**src/rtl/status_uart_tx_pkg.sv**
```systemverilog
`default_nettype none
// ============================================================================
//  Module      : status_uart_tx_pkg
//  Description : Shared types, ASCII constants and formatting helpers for the
//                status-line UART transmitter.
//  Revision    : 1.0 - initial release
// ============================================================================
package status_uart_tx_pkg;

    // Number of bytes in one status line: "S" hh " " "P" hhhh CR LF
    localparam int MSG_LEN = 11;

    localparam logic [7:0] CH_S  = 8'h53;
    localparam logic [7:0] CH_P  = 8'h50;
    localparam logic [7:0] CH_SP = 8'h20;
    localparam logic [7:0] CH_CR = 8'h0D;
    localparam logic [7:0] CH_LF = 8'h0A;

    // Bit-level serializer states (FIN marks the one-cycle end-of-line slot)
    typedef enum logic [2:0] {
        IDLE  = 3'd0,
        START = 3'd1,
        DATA  = 3'd2,
        STOP  = 3'd3,
        FIN   = 3'd4
    } tx_state_t;

    // Line-level sequencing states used by the top level
    typedef enum logic [1:0] {
        LN_IDLE = 2'd0,
        LN_RUN  = 2'd1,
        LN_FIN  = 2'd2
    } line_state_t;

    // One nibble to its uppercase ASCII hex digit
    function automatic logic [7:0] hex_ascii(input logic [3:0] d);
        logic [7:0] c;
        if (d < 4'd10) begin
            c = 8'h30 + {4'h0, d};
        end else begin
            c = 8'h37 + {4'h0, d};
        end
        return c;
    endfunction

    // Byte at position idx of the status line for the given snapshot
    function automatic logic [7:0] msg_char(input logic [3:0]  idx,
                                            input logic [7:0]  st,
                                            input logic [15:0] sc);
        logic [7:0] c;
        c = CH_LF;
        case (idx)
            4'd0:    c = CH_S;
            4'd1:    c = hex_ascii(st[7:4]);
            4'd2:    c = hex_ascii(st[3:0]);
            4'd3:    c = CH_SP;
            4'd4:    c = CH_P;
            4'd5:    c = hex_ascii(sc[15:12]);
            4'd6:    c = hex_ascii(sc[11:8]);
            4'd7:    c = hex_ascii(sc[7:4]);
            4'd8:    c = hex_ascii(sc[3:0]);
            4'd9:    c = CH_CR;
            default: c = CH_LF;
        endcase
        return c;
    endfunction

endpackage
`default_nettype wire

```
**src/rtl/status_uart_tx_byte.sv**
```systemverilog
`default_nettype none
// ============================================================================
//  Module      : uart_byte_tx
//  Description : 8N1 byte serializer, LSB first, with valid/ready handshake.
//                Ready is raised in IDLE and in the last cycle of the stop bit
//                so a following byte starts with no idle gap.
//  Revision    : 1.0 - initial release
// ============================================================================
module uart_byte_tx
    import status_uart_tx_pkg::*;
#(
    parameter int DIV = 434
) (
    input  logic       clk,
    input  logic       i_rst_n,
    input  logic       i_valid,
    input  logic [7:0] i_data,
    output logic       o_ready,
    output logic       o_tx
);

    localparam int                 CNT_W    = (DIV > 1) ? $clog2(DIV) : 1;
    localparam logic [CNT_W-1:0]   CNT_LAST = CNT_W'(DIV - 1);

    tx_state_t        r_state;
    tx_state_t        w_next;
    logic [CNT_W-1:0] r_cnt;
    logic [2:0]       r_bit_idx;
    logic [7:0]       r_shift;
    logic             r_tx;
    logic             w_bit_end;
    logic             w_accept;

    assign w_bit_end = (r_cnt == CNT_LAST);
    assign o_ready   = (r_state == IDLE) || ((r_state == STOP) && w_bit_end);
    assign w_accept  = i_valid && o_ready;
    assign o_tx      = r_tx;

    // Next-state logic: each bit lasts exactly DIV cycles
    always_comb begin
        w_next = r_state;
        case (r_state)
            IDLE:    if (w_accept) w_next = START;
            START:   if (w_bit_end) w_next = DATA;
            DATA:    if (w_bit_end && (r_bit_idx == 3'd7)) w_next = STOP;
            STOP:    if (w_bit_end) w_next = w_accept ? START : IDLE;
            default: w_next = IDLE;
        endcase
    end

    // State register
    always_ff @(posedge clk or negedge i_rst_n) begin
        if (!i_rst_n) begin
            r_state <= IDLE;
        end else begin
            r_state <= w_next;
        end
    end

    // Baud counter: free-runs inside a frame, wraps at the end of every bit
    always_ff @(posedge clk or negedge i_rst_n) begin
        if (!i_rst_n) begin
            r_cnt <= '0;
        end else if ((r_state == IDLE) || w_bit_end) begin
            r_cnt <= '0;
        end else begin
            r_cnt <= r_cnt + 1'b1;
        end
    end

    // Shift register and serial line; the line drives the next bit at each bit end
    always_ff @(posedge clk or negedge i_rst_n) begin
        if (!i_rst_n) begin
            r_tx      <= 1'b1;
            r_shift   <= 8'h00;
            r_bit_idx <= 3'd0;
        end else if (w_accept) begin
            r_tx      <= 1'b0;
            r_shift   <= i_data;
            r_bit_idx <= 3'd0;
        end else if ((r_state != IDLE) && w_bit_end) begin
            case (r_state)
                START: begin
                    r_tx    <= r_shift[0];
                    r_shift <= {1'b0, r_shift[7:1]};
                end
                DATA: begin
                    if (r_bit_idx == 3'd7) begin
                        r_tx <= 1'b1;
                    end else begin
                        r_tx      <= r_shift[0];
                        r_shift   <= {1'b0, r_shift[7:1]};
                        r_bit_idx <= r_bit_idx + 3'd1;
                    end
                end
                default: r_tx <= 1'b1;
            endcase
        end
    end

endmodule
`default_nettype wire

```
**src/rtl/status_uart_tx.sv**
```systemverilog
`default_nettype none
// ============================================================================
//  Module      : status_uart_tx
//  Description : Snapshots game state/score on request and transmits the line
//                "S<hh> P<hhhh>\r\n" over an 8N1 UART. Handles a one-deep
//                pending request so back-to-back lines are 1 cycle apart.
//  Revision    : 1.0 - initial release
// ============================================================================
module status_uart_tx
    import status_uart_tx_pkg::*;
#(
    parameter int CLK_HZ = 50_000_000,
    parameter int BAUD   = 115200
) (
    input  logic        clk,
    input  logic        reset_n,
    input  logic [7:0]  state,
    input  logic [15:0] score,
    input  logic        send,
    output logic        busy,
    output logic        done,
    output logic        uart_tx
);

    localparam int         DIV      = CLK_HZ / BAUD;
    localparam logic [3:0] LAST_IDX = 4'(MSG_LEN - 1);

    line_state_t r_state;
    line_state_t w_next;
    logic [3:0]  r_byte_idx;
    logic [7:0]  r_snap_state;
    logic [15:0] r_snap_score;
    logic        r_pending;
    logic        w_go;
    logic        w_valid;
    logic [7:0]  w_data;
    logic        w_ready;
    logic        w_accept;

    assign w_accept = w_valid && w_ready;
    assign done     = (r_state == LN_FIN);
    assign busy     = (r_state == LN_RUN) || ((r_state == LN_FIN) && w_go);

    // Line sequencing: start a line, feed bytes on each handshake, end in FIN
    always_comb begin
        w_next  = r_state;
        w_go    = 1'b0;
        w_valid = 1'b0;
        w_data  = CH_S;
        case (r_state)
            LN_IDLE: begin
                w_go    = send;
                w_valid = send;
                if (send) w_next = LN_RUN;
            end
            LN_RUN: begin
                w_valid = (r_byte_idx < LAST_IDX);
                w_data  = msg_char(r_byte_idx + 4'd1, r_snap_state, r_snap_score);
                if (w_ready && (r_byte_idx == LAST_IDX)) w_next = LN_FIN;
            end
            LN_FIN: begin
                // A request arriving on this very cycle counts as pending
                w_go    = r_pending || send;
                w_valid = w_go;
                w_next  = w_go ? LN_RUN : LN_IDLE;
            end
            default: w_next = LN_IDLE;
        endcase
    end

    // State register
    always_ff @(posedge clk or negedge reset_n) begin
        if (!reset_n) begin
            r_state <= LN_IDLE;
        end else begin
            r_state <= w_next;
        end
    end

    // Snapshot of the inputs taken when a line is launched
    always_ff @(posedge clk or negedge reset_n) begin
        if (!reset_n) begin
            r_snap_state <= 8'h00;
            r_snap_score <= 16'h0000;
        end else if (w_go) begin
            r_snap_state <= state;
            r_snap_score <= score;
        end
    end

    // Index of the byte currently on the wire; never passes the last byte
    always_ff @(posedge clk or negedge reset_n) begin
        if (!reset_n) begin
            r_byte_idx <= 4'd0;
        end else if (w_go) begin
            r_byte_idx <= 4'd0;
        end else if ((r_state == LN_RUN) && w_accept) begin
            r_byte_idx <= r_byte_idx + 4'd1;
        end
    end

    // One-deep pending request; consumed (or dropped) at the end of each line
    always_ff @(posedge clk or negedge reset_n) begin
        if (!reset_n) begin
            r_pending <= 1'b0;
        end else if (r_state == LN_FIN) begin
            r_pending <= 1'b0;
        end else if ((r_state == LN_RUN) && send) begin
            r_pending <= 1'b1;
        end
    end

    uart_byte_tx #(
        .DIV (DIV)
    ) u_byte_tx (
        .clk     (clk),
        .i_rst_n (reset_n),
        .i_valid (w_valid),
        .i_data  (w_data),
        .o_ready (w_ready),
        .o_tx    (uart_tx)
    );

endmodule
`default_nettype wire

```
**config.mk**
```make
export PLATFORM = sky130hd
export DESIGN_NAME = status_uart_tx
export DESIGN_NICKNAME = d
export VERILOG_FILES = /design/src/rtl/status_uart_tx_pkg.sv /design/src/rtl/status_uart_tx_byte.sv /design/src/rtl/status_uart_tx.sv
export SDC_FILE = /design/constraint.sdc
export NUM_CORES = 1
export LEC_CHECK = 0
export ABC_AREA = 0
export BUFFER_PORTS_ARGS = -buffer_cell sky130_fd_sc_hd__clkbuf_2
export CAP_MARGIN = 20
export CORE_MARGIN = 1.5
export CORE_UTILIZATION = 35
export CTS_CLUSTER_DIAMETER = 60
export DETAILED_ROUTE_END_ITERATION = 10
export GPL_TIMING_DRIVEN = 0
export PLACE_DENSITY = 0.57
export SETUP_SLACK_MARGIN = 0.15
export SYNTH_ARGS = -nofsm -noshare
export SYNTH_HDL_FRONTEND = slang
export SYNTH_SLANG_ARGS = --single-unit
export TNS_END_PERCENT = 5
```
**constraint.sdc**
```tcl
create_clock -name clk -period 3.9 [get_ports clk]
set_clock_uncertainty 0.05 [all_clocks]
set_input_delay 0.78 -clock clk [delete_from_list [all_inputs] [get_ports clk]]
set_output_delay 0.78 -clock clk [all_outputs]
set_load 0.05 [all_outputs]
```
# Yosys cells after proc, flatten, opt, wreduce, memory -nomap -nowiden
# Cells that the tools add are included.
[classes]
addsub = 15
multipliers = 0
div = 0
order_cmp = 7
eq_ne = 25
n_shift = 0
muxes = 37
bitwise = 0
reduce_logical = 25
[op_table]
columns = ["cell", "count"]
rows = [
  ["6-bit by 4-bit adder with 7-bit output (first input constant)", 12],
  ["7-bit case mux with 10 select lines", 1],
  ["7-bit two-way mux", 7],
  ["4-bit < comparator (second input constant)", 7],
  ["3-bit two-way mux", 8],
  ["8-bit two-way mux", 3],
  ["4-bit by 3-bit == test with 1-bit output (second input constant)", 4],
  ["8-bit case mux with 2 select lines", 1],
  ["4-bit == test (second input constant)", 3],
  ["2-bit by 1-bit != test with 1-bit output (second input constant)", 6],
  ["3-bit case mux with 4 select lines", 1],
  ["9-bit by 1-bit adder with 9-bit output (second input constant)", 1],
  ["9-bit == test (second input constant)", 1],
  ["9-bit two-way mux", 1],
  ["4-bit by 2-bit == test with 1-bit output (second input constant)", 2],
  ["1-bit logical AND", 8],
  ["4-bit two-way mux", 2],
  ["2-bit nonzero test", 4],
  ["1-bit two-way mux", 7],
  ["3-bit by 2-bit == test with 1-bit output (second input constant)", 2],
  ["2-bit case mux with 3 select lines", 1],
  ["3-bit AND reduction", 2],
  ["3-bit nonzero test", 2],
  ["4-bit by 1-bit adder with 4-bit output (second input constant)", 1],
  ["other kinds (17)", 22],
]
[totals]
regBits = 55
latchBits = 0
ramBits = 0
mem_bits_ro = 0
in_bits = 27
output_inout_bits = 3
n_memories = 0

# Longest topological paths before layout
[logic_depth]
depth_word = 7
mapped_depth = 9
mapped_depth_nobuf = 8

# By module
# Synthesis repeated with hierarchy kept, for this count alone.
[hier_totals]
cells_unflattened = 421
hier_area_um2 = 3662.3
[modules_own_cells]
columns = ["module", "n_inst", "cells_per_inst", "area_each_um2", "seq_area_each_um2"]
rows = [
  ["status_uart_tx", 1, 301, 2307.2, 775.7],
  ["uart_byte_tx", 1, 120, 1355.0, 576.8],
]

# Least setup slack after synthesis
# OpenSTA, ideal clock, no wires.
[synth_timing]
path_type = "input to output"
start = "input port send"
end = "output port busy"
arrival_time_ns = 1.892
setup_slack_ns = 1.178
path_stages = 2
path_buffers = 0
path_cell_list = "nor2_1 > o21ai_0"
[synth_via]
elab_chain_len = 4
[synth_lines]
columns = ["item", "line", "source"]
rows = [
  ["from (decl)", "status_uart_tx.sv:19", "input logic send,"],
  ["1-bit logical OR", "status_uart_tx.sv:63", "w_go = r_pending || send;"],
  ["1-bit case mux with 2 select lines *", "status_uart_tx.sv:50", "case (r_state)"],
  ["1-bit logical AND *", "status_uart_tx.sv:42", "assign busy = (r_state == LN_RUN) || ((r_state == LN_FIN) && w_go);"],
  ["1-bit logical OR *", "status_uart_tx.sv:42", ""],
  ["to (decl)", "status_uart_tx.sv:20", "output logic busy,"],
]
# Mark *: on every way between the ends. The rest lies on a longest branch, timed or not.

# Worst setup path in the final report
[layout_timing]
start = "register r_byte_idx[0]"
end = "register u_byte_tx.r_shift[3]"
[layout_via]
elab_chain_len = 5
[layout_lines]
columns = ["item", "line", "source"]
rows = [
  ["from (decl)", "status_uart_tx.sv:30", "logic [3:0] r_byte_idx;"],
  ["from (signal assigned)", "status_uart_tx.sv:98", "r_byte_idx <= r_byte_idx + 4'd1;"],
  ["4-bit by 1-bit adder with 4-bit output / 4-bit < comparator (equally long branches)", "status_uart_tx.sv:58, status_uart_tx.sv:57", ""],
  ["4-bit == test (tied with other cells)", "status_uart_tx_pkg.sv:52", "case (idx)"],
  ["7-bit case mux with 10 select lines / 1-bit logical AND (equally long branches)", "status_uart_tx_pkg.sv:52, status_uart_tx_byte.sv:36", ""],
  ["7-bit two-way mux (tied with other cells)", "status_uart_tx.sv:50", ""],
  ["8-bit two-way mux / 3-bit AND reduction (equally long branches)", "-", ""],
  ["to (signal assigned)", "status_uart_tx_byte.sv:79", "r_shift <= i_data;"],
  ["to (signal assigned)", "status_uart_tx_byte.sv:85", "r_shift <= {1'b0, r_shift[7:1]};"],
  ["to (signal assigned)", "status_uart_tx_byte.sv:92", "r_shift <= {1'b0, r_shift[7:1]};"],
  ["to (decl)", "status_uart_tx_byte.sv:29", "logic [7:0] r_shift;"],
]
# Parallel ways exist; a longest one is shown, timed or not.
# A chain may end at the register's enable or synchronous reset.

==> results.md <==
- Fmax: 0.392 GHz
- Finished Core Util: 0.411
- Max-slew violations: 0
- Largest net degree at the start of global routing: 30
- Setup Viol. Count Final: 0
- Sw Pwr: between 200 and 300 uW
- Drt pass-1 iters: 4
- Grt total ovfl: 0
- CTS H-Tree Depth: 2
- Clock Tree Root: clkbuf_8
- Crit path time final: roughly 2.6 ns
- Share of cells above drive strength 1: 0.139
- Switching Share: 0.231
- Global-route wire length before repair: 15.3 mm
- Flop pwr share: 0.522
- RSZ-0062 raised after global routing: no
- Post-Synth XOR/XNOR Area: 0.0293
- CP endpoint kind: register
- Core area: 0.00986 sq mm
- Bufs on Longest Clock Path: 2
- Worst path required time: between 4 and 5 ns
- Post-DP HPWL: about 7.1 mm
- Slew margin rel.: 0.488
- Worst flop-to-flop path endpoint: u_byte_tx.r_shift[3]
- Sequential element share of the synthesized area: 0.370
- Worst-Margin Slew: 0.767 ns
- Simple-gate share of the synthesized area: 0.239
- # rows: 36
- DR iter-0 viols: 228
- Cts hold-fix bufs: 0
- Synth top area cells: dfrtp_1 36%, nand2_1 8.4%, ha_1 6.6%
- Leak pwr: around 1.8 nW
- Period utilisation layout: 0.655
- Fill cell count: 1015
- Post-synth top area cell: dfrtp_1
- Post-synthesis cell type count: 66
- Dpl ws: 1.33 ns
- Vias per inst: 5.29
- Vias in the first global route: 3116
- HP Class: input pin to asynchronous set/reset pin
- Ant. Diodes: 0
- Internal power: 856 uW
- Crit path kind: register to register
- Total Routing Usage GR: 0.175
- Top_reg_cell synth: dfrtp_1
- Post-synthesis adder-cell area fraction: 0.0663
- Mux cell area share after synthesis: 0.0241
- Chip height: 104 um
- Number of buffers added on ports: 29
- Number of routed nets with antenna violations: 0
- Compound-Gate Fraction of Synth Area: 0.223
- # DRC: 0
- Combinational family with the most area after synthesis: simple AND/OR/NAND/NOR gates
- Top-count cell post-synth: nand2_1
- Synthesized Nets: around 480
- Post_cts resized: 0
- Nets: just over 500
- Synth top cells by count: 80 x nand2_1, 52 x dfrtp_1, 45 x o21ai_0
- Postcts setup bufs: 0
- Logic pwr share: 0.069
- Cell area after synthesis: 0.00358 sq mm
- Hold WS: 0.437 ns
- Placer Congestion: 0.934
- Max VDD drop: 0.187 mV
- Die span in x: 104 um
- Area grow syn2layout: 13.1%
- Outcome: complete, no violations
- Setup TNS: 0 ns
- Die Area: 0.0109 sq mm
- R2R depth: 9
- Crit path max fanout: 10
- Clock transition at the registers of the reported paths: 0.10 ns
- Mean Syn Cell Area: 8.32 sq um
- CTS Sinks: between 50 and 60
- Mapped Cells: 431
- Reg2reg setup slack: 1.35 ns
- Clock power share: 0.409
- Top-area cell type share of the netlist area: 0.363
- Startpoint Class: register
- Initial Util: 0.363
- Hold violation count in the final report: 0
- Wire per inst: 15.3 um
- Final Total Pwr: 1.11 mW
- Num CTS Buffers: 5
- WP data arrival: about 2.7 ns
- PD cells: about 270 mW/mm^2
- Synth Warn #: 0
- Reg2reg start: r_byte_idx[0]
- Via count: 3187
- EDFF count, synth: 0
- CTS tree: done
- Latest clock arrival within the worst-skew pair: 0.31 ns
- MaxCap Viol Count: 0
- Worst setup slack after layout: 1.35 ns
- Post-Route WL: 9.18 mm
- Ports: 30
- Ys async rst share: 1.00
- Initial antenna violation count: 0
- Synthesized flop and latch total: 53
metal layers:
layer / track usage / share of wire / routed length (um)
met5: 0 / 0 / 0
met4: 0.0496 / 0.020 / 186
met3: 0.0251 / 0.036 / 329
met2: 0.289 / 0.46 / 4210
met1: 0.238 / 0.49 / 4460
stage by stage:
step                      std cells  area (sq um)
after floorplan                 431          3580
after global placement          593          3900
after detailed placement        594          3920
after CTS                       602          4050
after global routing            602          4050
final                           602          4050
registers in the layout, summed over array words and instances, names as in the netlist:
| signal | flops |
|---|---|
| r_byte_idx | 4 |
| r_pending | 1 |
| r_snap_score | 16 |
| r_snap_state | 8 |
| r_state | 2 |
| u_byte_tx.o_tx | 1 |
| u_byte_tx.r_bit_idx | 3 |
| u_byte_tx.r_cnt | 9 |
| u_byte_tx.r_shift | 7 |
| u_byte_tx.r_state | 2 |
cells in the final DEF (no fill, tap or decap), types with 3 or more instances in the layout:
master / synthesis / layout
a211oi_1: 7 / 7
a21boi_0: 4 / 4
a21oi_1: 20 / 20
a22oi_1: 4 / 4
a31oi_1: 5 / 5
and2_1: 3 / 3
and4b_1: 5 / 5
buf_2: 4 / 4
clkbuf_1: 14 / 14
clkbuf_2: 0 / 29
clkbuf_8: 0 / 5
dfrtp_1: 52 / 52
ha_1: 19 / 19
inv_1: 23 / 23
mux2_2: 5 / 5
mux2i_1: 3 / 3
nand2_1: 80 / 80
nand3_1: 6 / 6
nor2_1: 32 / 32
nor2b_1: 13 / 13
nor3_1: 10 / 10
o21ai_0: 45 / 45
o22ai_1: 4 / 4
o31ai_1: 3 / 3
or3_1: 3 / 3
xnor2_1: 9 / 9
xor2_1: 3 / 3
cell type report:
class,instances,area [sq um],share of cell area
multi-input combinational,336,2090,0.515
sequential,53,1330,0.327
tap,133,166,0.0410
timing repair buffer,30,165,0.0407
inverter,23,86.3,0.0213
buffer,19,83.8,0.0207
clock buffer,5,68.8,0.0170
clock inverter,3,68.8,0.0170
cells by family (layout without fill, tap and decap cells):
logic type      after synthesis  in the layout
simple gates                174            174
compound gates              123            123
flops                        53             53
buf+inv                      42             80
fa+ha+maj                    19             19
xor+xnor                     12             12
mux                           8              8
power by group through the flow:
stage / combinational (mW) / clock, mW / sequential, mW
3_3_place_gp: 0.0749 / 0 / 0.591
4_1_cts: 0.0793 / 0.472 / 0.581
5_1_grt: 0.0903 / 0.485 / 0.584
2_1_floorplan: 0.0429 / 0 / 0.587
6_report: 0.0773 / 0.455 / 0.581
3_5_place_dp: 0.0785 / 0 / 0.592
how the worst max path moves through the flow:
stage | startpoint | endpoint | slack [ns] | cells after the start
final | r_byte_idx[0] | u_byte_tx.r_shift[3] | 1.35 | 9
after global routing | r_byte_idx[0] | u_byte_tx.r_shift[3] | 1.13 | 9
after CTS | r_byte_idx[0] | u_byte_tx.r_shift[3] | 1.35 | 9
after detailed placement | send | r_snap_score[0] | 1.33 | 6
after global placement | send | r_snap_score[4] | 1.33 | 6
after floorplan | send | busy | 1.18 | 2
worst max-delay path, cell delays in order, from the launching register on:
cell and delay [ns]:
dfrtp_1 0.55, inv_1 0.14, ha_1 0.22, clkbuf_1 0.21
nand2_1 0.15, o32ai_1 0.15, o211a_1 0.23, nor4_1 0.25
a31oi_1 0.20, a221o_1 0.29
Note: power is estimated with default switching activity, not from simulation.
